`src/rtl/phy_tx_lanes.sv`:
```
// Two-lane transmit PHY: stripes accepted 32-bit words alternately across two
// serial lanes, sending COM/idle symbols when no data is pending. Optional macro: PHY_TX_STATS_EN.

// One serial lane. At a frame boundary it loads a data word, or idle symbols when
// there is no word. Between boundaries it shifts the word out MSB-first.
module phy_tx_lane #(
    parameter logic [7:0] IDLE_SYM = 8'hBC
) (
    input  logic        clk_32f,
    input  logic        reset,
    input  logic        i_bound,
    input  logic        i_load,
    input  logic [31:0] i_word,
    output logic        o_bit,
    output logic        o_vld
);
    logic [31:0] r_sh;
    logic        r_flag;

    always_ff @(posedge clk_32f or negedge reset) begin
        if (!reset) begin
            r_sh   <= {4{IDLE_SYM}};
            r_flag <= 1'b0;
        end else if (i_bound) begin
            r_sh   <= i_load ? i_word : {4{IDLE_SYM}};
            r_flag <= i_load;
        end else begin
            r_sh   <= r_sh << 1;
        end
    end

    assign o_bit = r_sh[31];
    assign o_vld = r_flag;
endmodule

module phy_tx_lanes #(
    parameter logic [7:0] IDLE_SYM        = 8'hBC,
    parameter int         MIN_IDLE_FRAMES = 1
) (
    input  logic        clk_32f,
    input  logic        reset,
    input  logic [31:0] data_in,
    input  logic        valid_in,
    output logic        ready_in,
    output logic        data_out_0,
    output logic        data_out_1,
    output logic        valid_out_0,
`ifdef PHY_TX_STATS_EN
    output logic        valid_out_1,
    output logic [15:0] tx_word_count
`else
    output logic        valid_out_1
`endif
);
    localparam logic [3:0] IDLE_LIM = 4'(MIN_IDLE_FRAMES - 1);

    logic [4:0]       r_frame_cnt;
    logic [1:0][31:0] r_fifo;
    logic [1:0]       r_count;
    logic             r_next_lane;
    logic [3:0]       r_idle_cnt;

    logic             w_bound;
    logic             w_idle;
    logic             w_push;
    logic [1:0]       w_pop;
    logic [1:0]       w_rem;
    logic [1:0]       w_load;
    logic [1:0][31:0] w_word;
    logic [1:0]       w_bits;
    logic [1:0]       w_vld;

    assign w_bound  = (r_frame_cnt == 5'd31);
    assign w_idle   = (r_idle_cnt < IDLE_LIM);
    assign ready_in = (r_count != 2'd2);
    assign w_push   = valid_in && ready_in;
    // Pop uses the count before this cycle's push, so a word accepted on the
    // boundary cycle waits for the next boundary.
    assign w_pop    = (w_bound && !w_idle) ? r_count : 2'd0;
    assign w_rem    = r_count - w_pop;

    always_ff @(posedge clk_32f or negedge reset) begin
        if (!reset) begin
            r_frame_cnt <= 5'd0;
            r_fifo      <= '0;
            r_count     <= 2'd0;
            r_next_lane <= 1'b0;
            r_idle_cnt  <= 4'd0;
        end else begin
            r_frame_cnt <= r_frame_cnt + 5'd1;
            r_count     <= w_rem + {1'b0, w_push};
            r_next_lane <= r_next_lane ^ w_pop[0];
            if (w_pop == 2'd1)
                r_fifo[0] <= r_fifo[1];
            if (w_push)
                r_fifo[w_rem[0]] <= data_in;
            if (w_bound && w_idle)
                r_idle_cnt <= r_idle_cnt + 4'd1;
        end
    end

`ifdef PHY_TX_STATS_EN
    logic [15:0] r_tx_word_count;

    always_ff @(posedge clk_32f or negedge reset) begin
        if (!reset)
            r_tx_word_count <= 16'd0;
        else if (w_bound)
            r_tx_word_count <= r_tx_word_count + {14'd0, w_pop};
    end

    assign tx_word_count = r_tx_word_count;
`endif

    // Oldest word goes to next_lane; a second word fills the other lane.
    for (genvar L = 0; L < 2; L++) begin : g_lane
        assign w_word[L] = (r_next_lane == 1'(L)) ? r_fifo[0] : r_fifo[1];
        assign w_load[L] = (r_next_lane == 1'(L)) ? (w_pop != 2'd0) : (w_pop == 2'd2);

        phy_tx_lane #(.IDLE_SYM(IDLE_SYM)) u_lane (
            .clk_32f (clk_32f),
            .reset   (reset),
            .i_bound (w_bound),
            .i_load  (w_load[L]),
            .i_word  (w_word[L]),
            .o_bit   (w_bits[L]),
            .o_vld   (w_vld[L])
        );
    end

    assign data_out_0  = w_bits[0];
    assign data_out_1  = w_bits[1];
    assign valid_out_0 = w_vld[0];
    assign valid_out_1 = w_vld[1];
endmodule

```
`config.mk`:
```
export PLATFORM = sky130hd
export DESIGN_NAME = phy_tx_lanes
export DESIGN_NICKNAME = d
export VERILOG_FILES = /design/src/rtl/phy_tx_lanes.sv
export SDC_FILE = /design/constraint.sdc
export NUM_CORES = 1
export LEC_CHECK = 0
export CAP_MARGIN = 20
export CORE_ASPECT_RATIO = 1.4
export CORE_UTILIZATION = 60
export CTS_BUF_LIST = sky130_fd_sc_hd__clkbuf_8
export CTS_CLUSTER_DIAMETER = 30
export CTS_CLUSTER_SIZE = 24
export DETAILED_ROUTE_END_ITERATION = 16
export GPL_TIMING_DRIVEN = 0
export PLACE_DENSITY = 0.81
export REMOVE_ABC_BUFFERS = 1
export SLEW_MARGIN = 20
export SYNTH_ARGS = -nofsm -noshare
export SYNTH_HDL_FRONTEND = slang
export SYNTH_SLANG_ARGS = --single-unit
export TNS_END_PERCENT = 1
```
`constraint.sdc`:
```
create_clock -name clk_32f -period 2.8 [get_ports clk_32f]
set_clock_uncertainty 0.05 [all_clocks]
set_input_delay 0.56 -clock clk_32f [delete_from_list [all_inputs] [get_ports clk_32f]]
set_output_delay 0.56 -clock clk_32f [all_outputs]
set_load 0.1 [all_outputs]
```
==> impl_metrics.json <==
{
  "core_mm2": 0.0104,
  "first_iter_violations": 244,
  "vdd_drop_max_v": 0.000427,
  "internal_power_mw": 4.48,
  "combPwrFrac_pct": 30.9,
  "yosys-top-cells-area": "dfrtp_1 (38%), dfstp_2 (16%), mux2_4 (14%)",
  "power.leakage_nw": 3.21,
  "hp-class": "reg2reg",
  "syn_area_mm2": 0.00643,
  "worstMarginPinSlew_ps": 988,
  "worstSetupPathType": "reg2out",
  "synth_top_area_share_pct": 38.1,
  "grt_usage_pct": 25.6,
  "critPathMaxFanout": 8,
  "fin_nets": 558,
  "clkSinkCount": 138,
  "synth.avg_cell_area_um2": 13.3,
  "dr.pass1.iters": 4,
  "gr-total-overflow": 0,
  "cts_tree": "yes",
  "cts-htree-levels": 4,
  "grt_pass1_vias": 4259,
  "syn_to_final_growth_pct": 14.9,
  "wl_per_cell_um": 19.0,
  "dpl.hpwl_um": 7090,
  "cts_root_buf": "clkbuf_8",
  "p_switching_mw": 1.87,
  "synthCells": 484,
  "ant_nets": 0,
  "status": "finished, violations left",
  "cts_buffers": 17,
  "yosysWarnings": 0,
  "antenna_found_initial": 0,
  "ys_seq_elements": 138,
  "drive_above_1_share_pct": 33.0,
  "yosys.area.top_type": "dfrtp_1",
  "maxCapViolations": 0,
  "place_area_mm2": 0.00698,
  "p_per_area_mw_per_mm2": 858,
  "slew_headroom_pct": 34.1,
  "initial_utilization_pct": 61.8,
  "grt_pass1_wl_um": 21000,
  "arrival_ps": 2200,
  "vias": 3894,
  "setup_viol": 1,
  "portBuffers": 39,
  "rows": 44,
  "antenna_cells": 0,
  "switching_share_pct": 29.4,
  "routabilityCongestion": 0.699,
  "final_cell_mix": "dfrtp_1 (97), mux2i_1 (64), mux2_4 (60)",
  "seq_area_frac_synth_pct": 54.5,
  "fin_crit_sh_pct": 100,
  "rsz0062_at_grt": "yes",
  "n_fill_cell": 690,
  "setup_ws_ps": -11.9,
  "final_common_cell": "dfrtp_1",
  "dieWidth_um": 89.5,
  "drc_errors": 0,
  "clkLatencyLatePin_ps": 450,
  "grt_max_degree": 109,
  "cts.clk_slew.worst_paths_ps": 70,
  "rrSetupSlack_ps": 250,
  "die-area_mm2": 0.0111,
  "start_kind": "flop",
  "dp_slack_ps": -370,
  "pwr-share-clk_pct": 22.1,
  "hold_violations": 0,
  "io_pins": 40,
  "max_clock_freq_mhz": 356,
  "hold_slack_ps": 412,
  "synth.distinct_cells": 24,
  "die_h_um": 124,
  "fin_cells": 671,
  "layout_min_cycle_time_ps": 2810,
  "final_max_slew_viol_count": 0,
  "drt-total-wl_um": 12700,
  "seqPwrFrac_pct": 47.0,
  "cts_max_path_buffers": 2,
  "design_area_mm2": 0.00739,
  "failed_checks": "negative setup slack",
  "vias_per_cell": 5.80,
  "crit_required_ps": 2190,
  "setup_tns_ps": -11.9,
  "worstSetupEndpointType": "primary output",
  "dpl.cell_count": 635,
  "post-route-util_pct": 71.0,
  "power_mw": 6.34
}
## timing repair
item | in CTS | in global routing
endpoints found under the setup margin | 48 | 44
hold buffers | 1 | 0
hold endpoints to repair | 24 | 0
setup buffers | 1 | 1
pin swaps | 3 | 0
resized for setup | 5 | 0
gates cloned | 1 | 0
## cell usage after synthesis
cell type,number
dfrtp_1,98
mux2i_1,64
mux2_4,60
nor2_1,43
a21oi_1,40
dfstp_2,40
mux2_2,36
inv_1,26
o22ai_1,22
buf_2,18
clkbuf_1,7
buf_6,6
o21ai_1,4
and2_1,3
ha_1,3
nor2b_1,3
o21a_1,2
xnor2_1,2
xor2_1,2
and3_1,1
nand2b_1,1
nand3_1,1
nand3b_4,1
o21ai_4,1
## registers in the layout, summed over array words and instances, names as in the netlist
| signal | cells |
|---|---|
| r_count | 2 |
| g_lane.u_lane.o_vld | 2 |
| r_fifo | 64 |
| r_frame_cnt | 5 |
| g_lane.u_lane.r_sh | 64 |
| r_next_lane | 1 |
## worst max-delay path, cell delays in order, from the launching register on
cell	delay, ps
dfrtp_1	580
nor2b_1	210
inv_1	110
dlygate4sd2_1	850
## power groups by stage
| stage | Sequential [mW] | Combinational [mW] | Clock (mW) |
|---|---|---|---|
| after global placement | 2.92 | 1.78 | 0 |
| final | 2.98 | 1.96 | 1.40 |
| after floorplan | 2.85 | 1.53 | 0 |
| after CTS | 2.97 | 1.97 | 1.43 |
| after detailed placement | 2.97 | 1.93 | 0 |
| after global routing | 3.05 | 2.10 | 1.52 |
## final timing paths
kind                                          start                        to  cells after the start
max                            r_count[0]$_DFF_PN0_                  ready_in                      3
min                        r_frame_cnt[0]$_DFF_PN0_  r_frame_cnt[0]$_DFF_PN0_                      1
max reg2reg                r_frame_cnt[0]$_DFF_PN0_       r_fifo[8]$_DFF_PN0_                      6
min reg2reg                r_frame_cnt[0]$_DFF_PN0_  r_frame_cnt[0]$_DFF_PN0_                      1
max in group asynchronous                     reset     r_next_lane$_DFF_PN0_                      3
min in group asynchronous                     reset    r_fifo[33]$_DFFE_PN0P_                      2
## area by class of cell
class	instances	area (um2)	share of cell area (%)
Sequential cell	138	3510	47.5
Multi-Input combinational cell	290	2710	36.6
Timing Repair Buffer	47	569	7.70
Clock buffer	19	262	3.54
Tap cell	138	173	2.34
Inverter	26	97.6	1.32
Clock inverter	13	77.6	1.05
## routing by layer
layer	routed length (um)	global-route usage [%]
met1	5430	32.3
met2	6560	41.5
met3	410	5.77
met4	355	11.7
met5	0	0
## cells by family after synthesis
family          Yosys count  synth area share (%)
mux                     160                  30.3
flops                   138                  54.5
compound gates           69                  6.05
buf+inv                  57                  4.38
simple gates             53                  3.68
xor+xnor                  4                 0.545
fa+ha+maj                 3                 0.584
(Power assumes the default switching activity.)
